<file path="src/rtl/regfile_sb_if.sv">
// Register file bus: decode-side reads/issue plus writeback.
// Decode/writeback drive as master; the register file is the slave.
interface regfile_sb_if #(
  parameter int XLEN   = 32,
  parameter int ADDR_W = 5
);
  logic [ADDR_W-1:0] rs1;
  logic [ADDR_W-1:0] rs2;
  logic [XLEN-1:0]   rs1_data;
  logic [XLEN-1:0]   rs2_data;
  logic              rs1_busy;
  logic              rs2_busy;
  logic              RegWrite;
  logic [ADDR_W-1:0] rd;
  logic [XLEN-1:0]   rd_write_data;
  logic              Issue;
  logic [ADDR_W-1:0] issue_rd;
  logic              ready;

  modport master (
    output rs1, rs2, RegWrite, rd,
    output rd_write_data, Issue, issue_rd,
    input  rs1_data, rs2_data,
    input  rs1_busy, rs2_busy, ready
  );

  modport slave (
    input  rs1, rs2, RegWrite, rd,
    input  rd_write_data, Issue, issue_rd,
    output rs1_data, rs2_data,
    output rs1_busy, rs2_busy, ready
  );
endinterface

</file>
<file path="src/rtl/regfile_sb.sv">
// 2R/1W register file with post-reset clear sequence,
// optional x0 hardwire, write bypass and busy scoreboard.
module regfile_sb #(
  parameter int XLEN     = 32,
  parameter int ADDR_W   = 5,
  parameter int ZERO_REG = 1,
  parameter int BYPASS   = 1
) (
  input  logic         clk,
  input  logic         rst,
  regfile_sb_if.slave  bus
);

  localparam int NREGS = 1 << ADDR_W;
  localparam logic [ADDR_W:0] LAST =
    (ADDR_W+1)'(NREGS - 1);

  typedef enum logic {
    S_CLEAR,
    S_READY
  } state_t;

  state_t            r_state;
  state_t            w_state_nxt;
  logic [ADDR_W:0]   r_clr_idx;
  logic [XLEN-1:0]   r_regs [NREGS];
  logic [NREGS-1:0]  r_busy;

  logic              w_rdy;
  logic              w_wr;
  logic              w_iss;
  logic [ADDR_W-1:0] w_ra    [2];
  logic [XLEN-1:0]   w_rdata [2];
  logic              w_rbusy [2];

  assign w_rdy = (r_state == S_READY);

  assign w_wr  = w_rdy && bus.RegWrite &&
                 !(ZERO_REG != 0 && bus.rd == '0);
  assign w_iss = w_rdy && bus.Issue &&
                 !(ZERO_REG != 0 && bus.issue_rd == '0);

  always_comb begin
    w_state_nxt = r_state;
    if (r_state == S_CLEAR && r_clr_idx == LAST)
      w_state_nxt = S_READY;
  end

  always_ff @(posedge clk) begin
    if (rst) begin
      r_state   <= S_CLEAR;
      r_clr_idx <= '0;
    end else begin
      r_state <= w_state_nxt;
      if (r_state == S_CLEAR)
        r_clr_idx <= r_clr_idx + 1'b1;
    end
  end

  // Array has no reset; the clear walk zeroes it one entry per edge.
  always_ff @(posedge clk) begin
    if (!rst) begin
      if (r_state == S_CLEAR)
        r_regs[r_clr_idx[ADDR_W-1:0]] <= '0;
      else if (w_wr)
        r_regs[bus.rd] <= bus.rd_write_data;
    end
  end

  // Issue is applied after the write so a newer producer stays busy.
  always_ff @(posedge clk) begin
    if (rst) begin
      r_busy <= '0;
    end else begin
      if (w_wr)
        r_busy[bus.rd] <= 1'b0;
      if (w_iss)
        r_busy[bus.issue_rd] <= 1'b1;
    end
  end

  assign w_ra[0] = bus.rs1;
  assign w_ra[1] = bus.rs2;

  always_comb begin
    for (int p = 0; p < 2; p++) begin
      w_rdata[p] = '0;
      w_rbusy[p] = 1'b0;
      if (!w_rdy) begin
        w_rdata[p] = '0;
        w_rbusy[p] = 1'b0;
      end else if (ZERO_REG != 0 && w_ra[p] == '0) begin
        w_rdata[p] = '0;
        w_rbusy[p] = 1'b0;
      end else if (BYPASS != 0 && w_wr &&
                   bus.rd == w_ra[p]) begin
        w_rdata[p] = bus.rd_write_data;
        w_rbusy[p] = w_iss && (bus.issue_rd == w_ra[p]);
      end else begin
        w_rdata[p] = r_regs[w_ra[p]];
        w_rbusy[p] = r_busy[w_ra[p]];
      end
    end
  end

  assign bus.rs1_data = w_rdata[0];
  assign bus.rs2_data = w_rdata[1];
  assign bus.rs1_busy = w_rbusy[0];
  assign bus.rs2_busy = w_rbusy[1];
  assign bus.ready    = w_rdy;

endmodule

</file>
<file path="src/flat_wrapper.sv">
// flat-port wrapper written by rule: the top's interface ports become plain ports
module regfile_sb_flat 
#(
  parameter int XLEN     = 32,
  parameter int ADDR_W   = 5,
  parameter int ZERO_REG = 1,
  parameter int BYPASS   = 1
)
  (clk, rst, bus_rs1, bus_rs2, bus_RegWrite, bus_rd, bus_rd_write_data, bus_Issue, bus_issue_rd, bus_rs1_data, bus_rs2_data, bus_rs1_busy, bus_rs2_busy, bus_ready);
  regfile_sb_if #(.XLEN(XLEN), .ADDR_W(ADDR_W)) bus_i ();
  input  logic clk;
  input  logic rst;
  input wire logic [$bits(bus_i.rs1)-1:0] bus_rs1;
  input wire logic [$bits(bus_i.rs2)-1:0] bus_rs2;
  input wire logic [$bits(bus_i.RegWrite)-1:0] bus_RegWrite;
  input wire logic [$bits(bus_i.rd)-1:0] bus_rd;
  input wire logic [$bits(bus_i.rd_write_data)-1:0] bus_rd_write_data;
  input wire logic [$bits(bus_i.Issue)-1:0] bus_Issue;
  input wire logic [$bits(bus_i.issue_rd)-1:0] bus_issue_rd;
  output wire logic [$bits(bus_i.rs1_data)-1:0] bus_rs1_data;
  output wire logic [$bits(bus_i.rs2_data)-1:0] bus_rs2_data;
  output wire logic [$bits(bus_i.rs1_busy)-1:0] bus_rs1_busy;
  output wire logic [$bits(bus_i.rs2_busy)-1:0] bus_rs2_busy;
  output wire logic [$bits(bus_i.ready)-1:0] bus_ready;
  assign bus_i.rs1 = bus_rs1;
  assign bus_i.rs2 = bus_rs2;
  assign bus_i.RegWrite = bus_RegWrite;
  assign bus_i.rd = bus_rd;
  assign bus_i.rd_write_data = bus_rd_write_data;
  assign bus_i.Issue = bus_Issue;
  assign bus_i.issue_rd = bus_issue_rd;
  assign bus_rs1_data = bus_i.rs1_data;
  assign bus_rs2_data = bus_i.rs2_data;
  assign bus_rs1_busy = bus_i.rs1_busy;
  assign bus_rs2_busy = bus_i.rs2_busy;
  assign bus_ready = bus_i.ready;
  regfile_sb #(.XLEN(XLEN), .ADDR_W(ADDR_W), .ZERO_REG(ZERO_REG), .BYPASS(BYPASS)) u_core (.clk(clk), .rst(rst), .bus(bus_i));
endmodule
</file>
<file path="config.mk">
export PLATFORM = sky130hd
export DESIGN_NAME = regfile_sb_flat
export DESIGN_NICKNAME = d
export VERILOG_FILES = /design/src/rtl/regfile_sb_if.sv /design/src/rtl/regfile_sb.sv /design/src/flat_wrapper.sv
export SDC_FILE = /design/constraint.sdc
export NUM_CORES = 1
export LEC_CHECK = 0
export CAP_MARGIN = 15
export CORE_ASPECT_RATIO = 0.8
export CORE_UTILIZATION = 45
export CTS_CLUSTER_DIAMETER = 30
export CTS_CLUSTER_SIZE = 10
export DETAILED_ROUTE_END_ITERATION = 7
export MAX_ROUTING_LAYER = met4
export PLACE_DENSITY_LB_ADDON = 0.12
export SYNTH_ARGS = -nofsm -noshare
export SYNTH_HDL_FRONTEND = slang
export SYNTH_SLANG_ARGS = --single-unit
</file>
<file path="constraint.sdc">
create_clock -name clk -period 5.2 [get_ports clk]
set_clock_uncertainty 0.2 [all_clocks]
set_input_delay 0.52 -clock clk [delete_from_list [all_inputs] [get_ports clk]]
set_output_delay 0.52 -clock clk [all_outputs]
set_load 0.05 [all_outputs]
</file>
### Word level (Yosys, flattened, before mapping)

Memory sizes are Yosys's and may differ from the RTL's.
Cells that the tools add are included.

* order comparisons: 6
* mux-type cells: 33
* bitwise gates (word level): 4
* reduce and logical (&&, ||, !) cells: 18
* eq/ne operators: 5
* $add $sub $neg: 1

Operator list (number)
* $mux W32: 10
* $and A32 B32 Y32: 1
* $not A32 Y32: 1
* $or A32 B32 Y32: 1
* $reduce_or A32 Y1: 1
* $lt A5 B6 Y1 const B: 4
* $eq A5 B5 Y1: 4
* $logic_not A5 Y1: 4
* $mux W1: 18
* $logic_and A1 B1 Y1: 11
* $bmux W1 S5: 2
* $demux W1 S5: 2
* $ge A5 B1 Y1 const B: 2
* $add A6 B1 Y6 const B: 1
* $eq A6 B5 Y1 const B: 1
* $mux W5: 1
* $logic_not A1 Y1: 2
* $not A1 Y1: 1

* RAM bits: 1024
* memories: 1
* output and inout port bits: 67
* flip-flop bits (word level): 39
* word-level logic and storage cells: 71

Memory list
* u_core.r_regs: words 32, bits a word 32, rd ports 2, clocked after memory_dff 0, write ports 1, line regfile_sb.sv:26 `logic [XLEN-1:0] r_regs [NREGS];`

### Longest topological paths before layout

Gate-level depths: netlist (run 1).

* depth after elaboration: 10
* mapped depth: 9
* gate-level depth less buffers: 5

### Least setup slack after synthesis (run 1)

OpenSTA, ideal clock, no wires.

* kind: reg2reg
* from: reg u_core.r_state, in the netlist u_core.bus.ready
* to: mem u_core.r_regs[3][0] (enable)
* setup time: 421 ps
* slack: 1276 ps
* data arrival time: 3303 ps
* stages on the path, launching flop included: 8
* cell sequence: dfxtp_1 > buf_4 > nand2_2 > a211oi_4 > buf_4 > mux2i_1 > nand3_1 > nor2_1

* word-level cells in the longest chain between the ends: 8

Ends and longest elaborated chain
* start: declaration: line regfile_sb.sv:23 `state_t r_state;`
* start signal: assignment: line regfile_sb.sv:54 `r_state <= w_state_nxt;`
* $logic_and A1 B1 Y1 (2 in series): line regfile_sb.sv:38 `assign w_wr = w_rdy && bus.RegWrite &&`
* $mux W1: line regfile_sb.sv:65 `else if (w_wr)`
* $mux W1: line regfile_sb.sv:63 `if (r_state == S_CLEAR)`
* $mux W1: line regfile_sb.sv:62 `if (!rst) begin`
* $mux W1 (implied by the code): line regfile_sb.sv:66 `r_regs[bus.rd] <= bus.rd_write_data;`
* $reduce_or A32 Y1 (no source line)
* $mux W5 (no source line) or $mux W1 (tied branches)
* end: declaration: line regfile_sb.sv:26

Parallel ways exist; a longest one is shown, timed or not.

### Worst setup path after layout (run 1)

* from: in bus_rs1[3]
* to: out bus_rs1_data[13]

* word-level cells in the longest chain between the ends: 5

Ends and longest elaborated chain
* start: declaration: line flat_wrapper.sv:13 `input wire logic [$bits(bus_i.rs1)-1:0] bus_rs1;`
* parallel branches: the longest is 3 deep, another holds $mem_v2 Z32 W32
* $mux W32 *: line regfile_sb.sv:92 `end else if (ZERO_REG != 0 && w_ra[p] == '0) begin`
* $mux W32 *: line regfile_sb.sv:89 `if (!w_rdy) begin`
* end: declaration: line flat_wrapper.sv:20 `output wire logic [$bits(bus_i.rs1_data)-1:0] bus_rs1_data;`

Mark *: on every way between the ends.

==> results of run 1 <==
==> path summary, 6_finish.rpt <==
check	startpoint	to	slack (ps)	depth (start not counted)
worst max-delay path	bus_rs1[3]	bus_rs1_data[13]	780	7
worst min-delay path	u_core.r_busy[9]$_SDFF_PP0_	u_core.r_busy[9]$_SDFF_PP0_	290	2
worst max register to register	u_core.bus.ready$_SDFFE_PP0P_	u_core.r_regs[10][4]$_DFFE_PP_	1470	7
worst min register to register	u_core.r_busy[9]$_SDFF_PP0_	u_core.r_busy[9]$_SDFF_PP0_	290	2
==> worst register-to-register path, delay by kind of cell (launching register included) <==
family	cells	cell delay, ps
AO/OA/AOI/OAI	1	590
buffers and inverters	2	560
flip-flops	1	300
multiplexers	1	470
AND/OR/NAND/NOR	3	1320
==> power by group through the flow <==
stage	Combinational (uW)	Sequential [uW]	Clock (uW)
2_1_floorplan	768	9490	0
3_3_place_gp	1190	9490	0
3_5_place_dp	1190	9500	0
4_1_cts	1190	9340	13300
5_1_grt	1240	9340	13700
6_report	1200	9340	13200
==> flip-flops by register name, summed over array words and instances, names as in the netlist <==
name              cells
u_core.r_clr_idx      6
u_core.r_busy        32
u_core.r_regs      1024
u_core.bus.ready      1
==> cells by family (layout without fill, tap and decap cells) <==
logic type,Yosys count,count (layout),synth area share
AOI/OAI and AO/OA,475,475,0.0671
DFF,1063,1063,0.623
adders and majority gates,1,1,0.000247
and+or+nand+nor,313,313,0.0285
buffers and inverters,230,664,0.0276
xor gates and xnor gates,23,23,0.00398
muxes,607,607,0.250
==> cell type report <==
type | count | area (um2) | share of cell area
sequential | 1063 | 31500 | 0.511
multi-input combinational | 1419 | 18000 | 0.292
clock buffer | 232 | 5280 | 0.0857
timing repair buffer | 280 | 3280 | 0.0532
tap | 1498 | 1870 | 0.0304
clock inverter | 148 | 1670 | 0.0270
inverter | 4 | 15.0 | 0.000244
==> metal layers <==
layer / GRT usage / vias to the layer above
li1: - / 12200
met1: 0.417 / 16500
met2: 0.432 / 1899
met3: 0.0582 / 295
met4: 0.111 / 0
met5: - / -
==> layout by cell type (no fill, tap or decap), types with 3 or more instances in the layout <==
cell type / n
sky130_fd_sc_hd__mux2i_1: 80
sky130_fd_sc_hd__nor2b_1: 14
sky130_fd_sc_hd__a2111oi_0: 4
sky130_fd_sc_hd__or2_2: 6
sky130_fd_sc_hd__buf_12: 76
sky130_fd_sc_hd__bufinv_16: 27
sky130_fd_sc_hd__nand2b_1: 10
sky130_fd_sc_hd__a22oi_1: 129
sky130_fd_sc_hd__buf_16: 3
sky130_fd_sc_hd__o211ai_1: 34
sky130_fd_sc_hd__mux2_2: 3
sky130_fd_sc_hd__clkinvlp_4: 16
sky130_fd_sc_hd__xnor2_1: 5
sky130_fd_sc_hd__o22ai_1: 64
sky130_fd_sc_hd__and2_1: 33
sky130_fd_sc_hd__clkbuf_16: 208
sky130_fd_sc_hd__nor2_1: 22
sky130_fd_sc_hd__buf_4: 145
sky130_fd_sc_hd__edfxtp_1: 1024
sky130_fd_sc_hd__inv_6: 24
sky130_fd_sc_hd__a311oi_1: 4
sky130_fd_sc_hd__dfxtp_1: 39
sky130_fd_sc_hd__nand3_1: 14
sky130_fd_sc_hd__clkinv_4: 16
sky130_fd_sc_hd__clkbuf_1: 24
sky130_fd_sc_hd__nand2_1: 152
sky130_fd_sc_hd__clkinv_2: 34
sky130_fd_sc_hd__clkinv_1: 27
sky130_fd_sc_hd__nor2_4: 37
sky130_fd_sc_hd__buf_8: 4
sky130_fd_sc_hd__mux4_2: 524
sky130_fd_sc_hd__nor3_1: 6
sky130_fd_sc_hd__clkdlybuf4s50_1: 49
sky130_fd_sc_hd__a21oi_1: 99
sky130_fd_sc_hd__o211ai_2: 30
sky130_fd_sc_hd__a21o_1: 64
sky130_fd_sc_hd__xor2_1: 18
sky130_fd_sc_hd__nor4b_1: 3
sky130_fd_sc_hd__o21ai_0: 30
==> per-stage QoR <==
| step | worst slack [ps] | instance area [um2] | cells | utilization | total power, uW |
|---|---|---|---|---|---|
| after detailed placement | 704 | 54600 | 4261 | 0.492 | 10700 |
| after floorplan | 1280 | 50600 | 2712 | - | 10300 |
| after global placement | 781 | 54600 | 4260 | 0.492 | 10700 |
| after global routing | 734 | 61700 | 4644 | 0.555 | 24300 |
| after CTS | 822 | 61600 | 4641 | 0.555 | 23900 |
| final | 778 | 61700 | 4644 | 0.555 | 23700 |
==> results.rst, run 1 <==
.. list-table::
   :header-rows: 1

   * - Metric
     - Value
   * - Status
     - completed
   * - Clock tree from TritonCTS
     - yes
   * - CP Class
     - in2out
   * - CP max stage delay
     - 840 ps
   * - Number of different library cells in the post-synthesis netlist
     - 53
   * - Routed length on met3
     - 16000 um
   * - Part of the total power dissipated in combinational logic
     - 0.050
   * - Arrival time at the worst endpoint
     - 3700 ps
   * - Number of nets in the layout
     - 3027
   * - Type of the worst min-delay path
     - reg2reg
   * - Die Y-Extent
     - 302 um
   * - Highest net fanout along the worst path
     - 14
   * - ANT cells
     - 0
   * - Routed length on met2
     - 74000 um
   * - DIE AREA
     - 114000 um2
   * - Period minus WS final
     - 4420 ps
   * - Routed len/inst
     - 34.9 um
   * - Post-synth ARST share
     - 0
   * - Clock input transition at the sequential cells of the worst setup and hold paths
     - 50 ps
   * - Syn Inst Count
     - 2712
   * - Count of routing violations after the opening detailed-route iteration
     - 4066
   * - Final period util
     - 0.850
   * - Number of nets with antenna violations after detailed routing
     - 0
   * - Final weighted congestion in routability-driven placement
     - 0.918
   * - Share of total power in the clock network
     - 0.556
   * - Post-Syn Nets
     - 2769
   * - Maximum number of pins on one net before global-route repair
     - 90
   * - DR vias
     - 30900
   * - Cell-by-cell listing of the critical path
     - clkdlybuf4s50_1 > xor2_1 > nor3_2 > nand3_2 > buf_4 > o211ai_2 > buf_12
   * - Number of rows in the core area
     - 109
   * - Proportion of total power due to net switching
     - 0.223
   * - Detail Placement HPWL
     - 100000 um
   * - Pre-antenna DRT Iters
     - 5
   * - Worst Setup End Kind
     - output pin
   * - Commonest cells in the synthesized netlist
     - sky130_fd_sc_hd__edfxtp_1 (1024), sky130_fd_sc_hd__mux4_2 (524), sky130_fd_sc_hd__nand2_1 (152)
   * - Core area
     - 111000 um2
   * - Post-CTS Setup Repair Bufs
     - 0
   * - EDFF count, synth
     - 1024
   * - Number of H-tree levels
     - 4
   * - Worst slew pin tran
     - 1140 ps
   * - Max rail drop VDD
     - 0.327 mV
   * - Max-slew headroom
     - 0.238
   * - Main synth FF type
     - sky130_fd_sc_hd__edfxtp_1
   * - Sequential area share after synthesis
     - 0.623
   * - Width of the die
     - 377 um
   * - Number of gates given a new drive strength after cts
     - 0
   * - Biggest area consumer among synthesized cells
     - sky130_fd_sc_hd__edfxtp_1
   * - Largest cells by area after synthesis
     - sky130_fd_sc_hd__edfxtp_1 (61%), sky130_fd_sc_hd__mux4_2 (23%), sky130_fd_sc_hd__a22oi_1 (1.9%)
   * - Achievable frequency
     - 226 MHz
   * - Post-CTS Hold Buffers
     - 0
   * - Total congestion overflow after global routing
     - 0
   * - Cell family contributing the most delay on the critical path
     - buffers and inverters
   * - Number of buffers created by CTS
     - 202
   * - Yosys Warn Count
     - 0
   * - Hold Violations, Final
     - 0
   * - Routed wire length
     - 162000 um
   * - Initial cell density of the core
     - 0.456
   * - Final-layout fill cell count
     - 8544
   * - Cell with the largest stage delay on the worst path
     - sky130_fd_sc_hd__clkdlybuf4s50_1
   * - Clock insertion delay at the later pin of the skew report
     - 790 ps
   * - Area growth from synthesis to final layout
     - 21.8%
   * - Required @ worst endpoint
     - 4480 ps
   * - Total number of clock tree sinks
     - 1063
   * - Switching Power
     - 5280 uW
   * - Max Slew Vio Count
     - 0
   * - Remaining DRCs
     - 0
   * - Wire length of the first global-routing pass
     - 230000 um
   * - Most repeated cell in the gate-level netlist after synthesis
     - sky130_fd_sc_hd__edfxtp_1
   * - Number of antenna violations at the first check in global routing
     - 4
   * - Cell at the root of the clock tree
     - sky130_fd_sc_hd__clkbuf_16
   * - Share of final-layout standard cells stronger than drive strength 1
     - 0.375
   * - Leakage power figure
     - 0.0215 uW
   * - Clock Path Buffers
     - 3
   * - Mean instance size in the synthesized netlist
     - 18.7 um2
   * - Smallest hold slack
     - 292 ps
   * - Setup-failing EPs final
     - 0
   * - Overall global routing resource usage
     - 0.297
   * - Number of buffers and inverters on the critical path
     - 3
   * - Total negative slack
     - 0 ps
   * - Netlist area before placement
     - 50600 um2
   * - Number of max-cap violations
     - 0
   * - Uppermost signal routing layer after detailed routing
     - met4
   * - Mean number of vias per cell
     - 6.65
   * - Type of element launching the critical path
     - primary input
   * - Number of global-route vias before repair
     - 31400
   * - Seq cells post-synth
     - 1063
   * - Proportion of netlist area held by the largest area contributor
     - 0.608
   * - Fraction of power consumed by sequential logic
     - 0.394
   * - Port-buffer cells
     - 122
   * - Detailed-route wire length on metal 1
     - 66500 um
   * - Internal portion of total power
     - 18400 uW
   * - Number of top-level design ports
     - 123
   * - RSZ-0062 raised after global routing
     - false
   * - Areal power density over the cells
     - 385 nW/um2
Power figures use the tool's default switching activity.
==> run 2, diff against run 1 <==
- CAP_MARGIN: 15 -> 20
==> run 2 against run 1 <==
  * Cell count unchanged
  * Design area up 0.14%
  * Core utilization up 0.078 points
  * Die area unchanged
  * Via count up 0.63%
  * Critical path type unchanged
  * Largest power group unchanged
  * Highest routed layer unchanged
==> results.rst, run 2 (same netlist as run 1, synthesis figures left out) <==
.. list-table::
   :header-rows: 1

   * - Metric
     - Value
   * - Number of nets with antenna violations after detailed routing
     - 0 (unchanged)
   * - Die Y-Extent
     - 302 um (unchanged)
   * - Initial cell density of the core
     - 0.456 (unchanged)
   * - Reg2reg end
     - u_core.r_regs[10][0]$_DFFE_PP_
   * - Hold Violations, Final
     - 0 (unchanged)
   * - Max-slew headroom
     - 0.269 (+0.0316)
   * - Total negative slack
     - 0 ps (unchanged)
   * - WHS Path Cells
     - 2 (unchanged)
   * - Leakage power figure
     - 0.0215 uW (about the same)
   * - Clock input transition at the sequential cells of the worst setup and hold paths
     - 50 ps (about the same)
   * - Area growth from synthesis to final layout
     - 22.0%
   * - Post-CTS Setup Repair Bufs
     - 0 (unchanged)
   * - Arrival time at the worst endpoint
     - 3670 ps (-30 ps)
   * - Total congestion overflow after global routing
     - 0 (unchanged)
   * - Clock Path Buffers
     - 3 (unchanged)
   * - Total number of clock tree sinks
     - 1063 (unchanged)
   * - Number of H-tree levels
     - 4 (unchanged)
   * - Setup-failing EPs final
     - 0 (unchanged)
   * - Number of max-cap violations
     - 0 (unchanged)
   * - End point of the worst hold path
     - u_core.r_busy[9]$_SDFF_PP0_
   * - Overall power after layout
     - 23700 uW (-0.20%)
   * - Detail Placement HPWL
     - 101000 um (+0.21%)
   * - Cell at the root of the clock tree
     - sky130_fd_sc_hd__clkbuf_16
   * - Core area
     - 111000 um2 (unchanged)
   * - Number of global-route vias before repair
     - 31400 (+0.24%)
   * - Number of buffers created by CTS
     - 198 (-2.0%)
   * - CP Class
     - in2out
   * - Maximum number of pins on one net before global-route repair
     - 90 (unchanged)
   * - RSZ-0062 raised after global routing
     - false
   * - Required @ worst endpoint
     - 4480 ps (about the same)
   * - Placed Instances
     - 4262 (+0.023%)
   * - Type of element launching the critical path
     - primary input
   * - Cell count of the worst reg-to-reg path
     - 7 (unchanged)
   * - Routed wire length
     - 163000 um (+0.35%)
   * - Worst slew pin tran
     - 1090 ps (-50.0 ps)
   * - Worst Setup End Kind
     - output pin
   * - Clock tree from TritonCTS
     - yes
   * - Areal power density over the cells
     - 383 nW/um2 (-0.34%)
   * - Final weighted congestion in routability-driven placement
     - 0.918 (unchanged)
   * - Max rail drop VDD
     - 0.304 mV (-7.2%)
   * - Final std cells w/o fill
     - 4644 (unchanged)
   * - Top library cells by usage in the layout, fill and taps aside
     - sky130_fd_sc_hd__edfxtp_1 (1024), sky130_fd_sc_hd__mux4_2 (524), sky130_fd_sc_hd__clkbuf_16 (204)
   * - Number of top-level design ports
     - 123 (unchanged)
   * - Share of final-layout standard cells stronger than drive strength 1
     - 0.376 (+0.00107)
   * - Post-CTS Hold Buffers
     - 0 (unchanged)
   * - Achievable frequency
     - 228 MHz (+0.71%)
   * - Largest register FFs
     - 1024 (unchanged)
   * - Number of gates given a new drive strength after cts
     - 0 (unchanged)
   * - Period minus WS final
     - 4390 ps (-31.1 ps)
   * - Clock insertion delay at the later pin of the skew report
     - 780 ps (about the same)
   * - DIE AREA
     - 114000 um2 (unchanged)
   * - Startpoint of the lowest-slack register-to-register path
     - u_core.bus.ready$_SDFFE_PP0P_
   * - Hold path startpoint
     - u_core.r_busy[9]$_SDFF_PP0_
   * - Most frequent standard cell in the layout excluding fill and tap cells
     - sky130_fd_sc_hd__edfxtp_1
   * - Highest net fanout along the worst path
     - 14 (unchanged)
   * - Max Slew Vio Count
     - 0 (unchanged)
   * - Count of routing violations after the opening detailed-route iteration
     - 4153 (+2.1%)
   * - Type of the worst min-delay path
     - reg2reg
   * - Pre-antenna DRT Iters
     - 6 (+1)
   * - Routed len/inst
     - 35.0 um (+0.35%)
   * - Mean number of vias per cell
     - 6.70 (+0.63%)
   * - Remaining DRCs
     - 0 (unchanged)
   * - Final period util
     - 0.844 (-0.00597)
   * - Number of rows in the core area
     - 109 (unchanged)
   * - Wire length of the first global-routing pass
     - 231000 um (+0.20%)
   * - Port-buffer cells
     - 122 (unchanged)
   * - DR vias
     - 31100 (+0.63%)
   * - R2r setup slk
     - 1410 ps (-60 ps)
   * - Registers with the most flip-flops
     - u_core.r_regs: 1024 flops, u_core.r_busy: 32 flops, u_core.r_clr_idx: 6 flops
   * - Width of the die
     - 377 um (unchanged)
   * - Number of antenna violations at the first check in global routing
     - 5 (+1)
   * - Status
     - completed
   * - Post-Route Utilization
     - 0.556 (+0.000778)
   * - Number of nets in the layout
     - 3030 (+0.099%)
   * - Biggest register
     - u_core.r_regs
   * - Overall global routing resource usage
     - 0.297 (+0.000394)
run 2: cell count changes in the layout (fill, tap and decap cells not counted), sizes merged:
| cell | previous run | this run |
|---|---|---|
| inv | 29 | 24 |
| diode | 0 | 1 |
| clkinvlp | 16 | 22 |
| clkbuf | 233 | 224 |
| clkinv | 80 | 76 |
| buf | 230 | 237 |
| bufinv | 27 | 31 |
run 2: where the power goes:
| group | switching (uW) | total (uW) | internal, uW | leakage, uW |
|---|---|---|---|---|
| Sequential | 21.0 | 9340 | 9320 | 0.0113 |
| Clock | 4470 | 13100 | 8670 | 0.00331 |
| Combinational | 728 | 1200 | 471 | 0.00687 |
run 2: area by class of cell:
cell class	count	area (um2)
clock inverter	149	1720
antenna	1	2.50
clock buffer	223	5150
inverter	4	15.0
multi-input combinational	1419	18000
fill	8491	49300
timing repair buffer	287	3430
sequential	1063	31500
tap	1498	1870
run 2: metal layers:
layer / up-vias / GRT usage / share of wire / wire, um
met5: - / - / 0 / 0
met4: 0 / 0.115 / 0.036 / 5920
met3: 314 / 0.0557 / 0.10 / 16300
met2: 2010 / 0.432 / 0.46 / 74200
met1: 16600 / 0.418 / 0.41 / 66100
li1: 12200 / - / - / -
run 2: worst max-delay path, stage by stage:
cell and delay (ps):
sky130_fd_sc_hd__clkdlybuf4s50_1 830, sky130_fd_sc_hd__xor2_1 160, sky130_fd_sc_hd__nor3_2 440, sky130_fd_sc_hd__nand3_2 750, sky130_fd_sc_hd__buf_4 500, sky130_fd_sc_hd__o211ai_2 280
sky130_fd_sc_hd__buf_12 180
run 2: worst max path at each step:
| stage | start | endpoint | slack, ps |
|---|---|---|---|
| global route | bus_rs1[3] | bus_rs1_data[13] | 710 |
| floorplan | u_core.bus.ready$_SDFFE_PP0P_ | u_core.r_regs[3][0]$_DFFE_PP_ | 1280 |
| finish | bus_rs1[3] | bus_rs1_data[13] | 810 |
| CTS | bus_rs1[3] | bus_rs1_data[13] | 810 |
| global placement | bus_rd[1] | u_core.r_regs[10][2]$_DFFE_PP_ | 780 |
| detailed placement | bus_rd[1] | u_core.r_regs[10][0]$_DFFE_PP_ | 700 |
run 2: stage by stage:
step                      setup slack [ps]  hold WS [ps]  instance area (um2)
final                                  809           287                61700
after floorplan                       1280           250                50600
after detailed placement               703           280                54600
after global placement                 781           264                54600
after CTS                              807           286                61500
after global routing                   710           309                61700
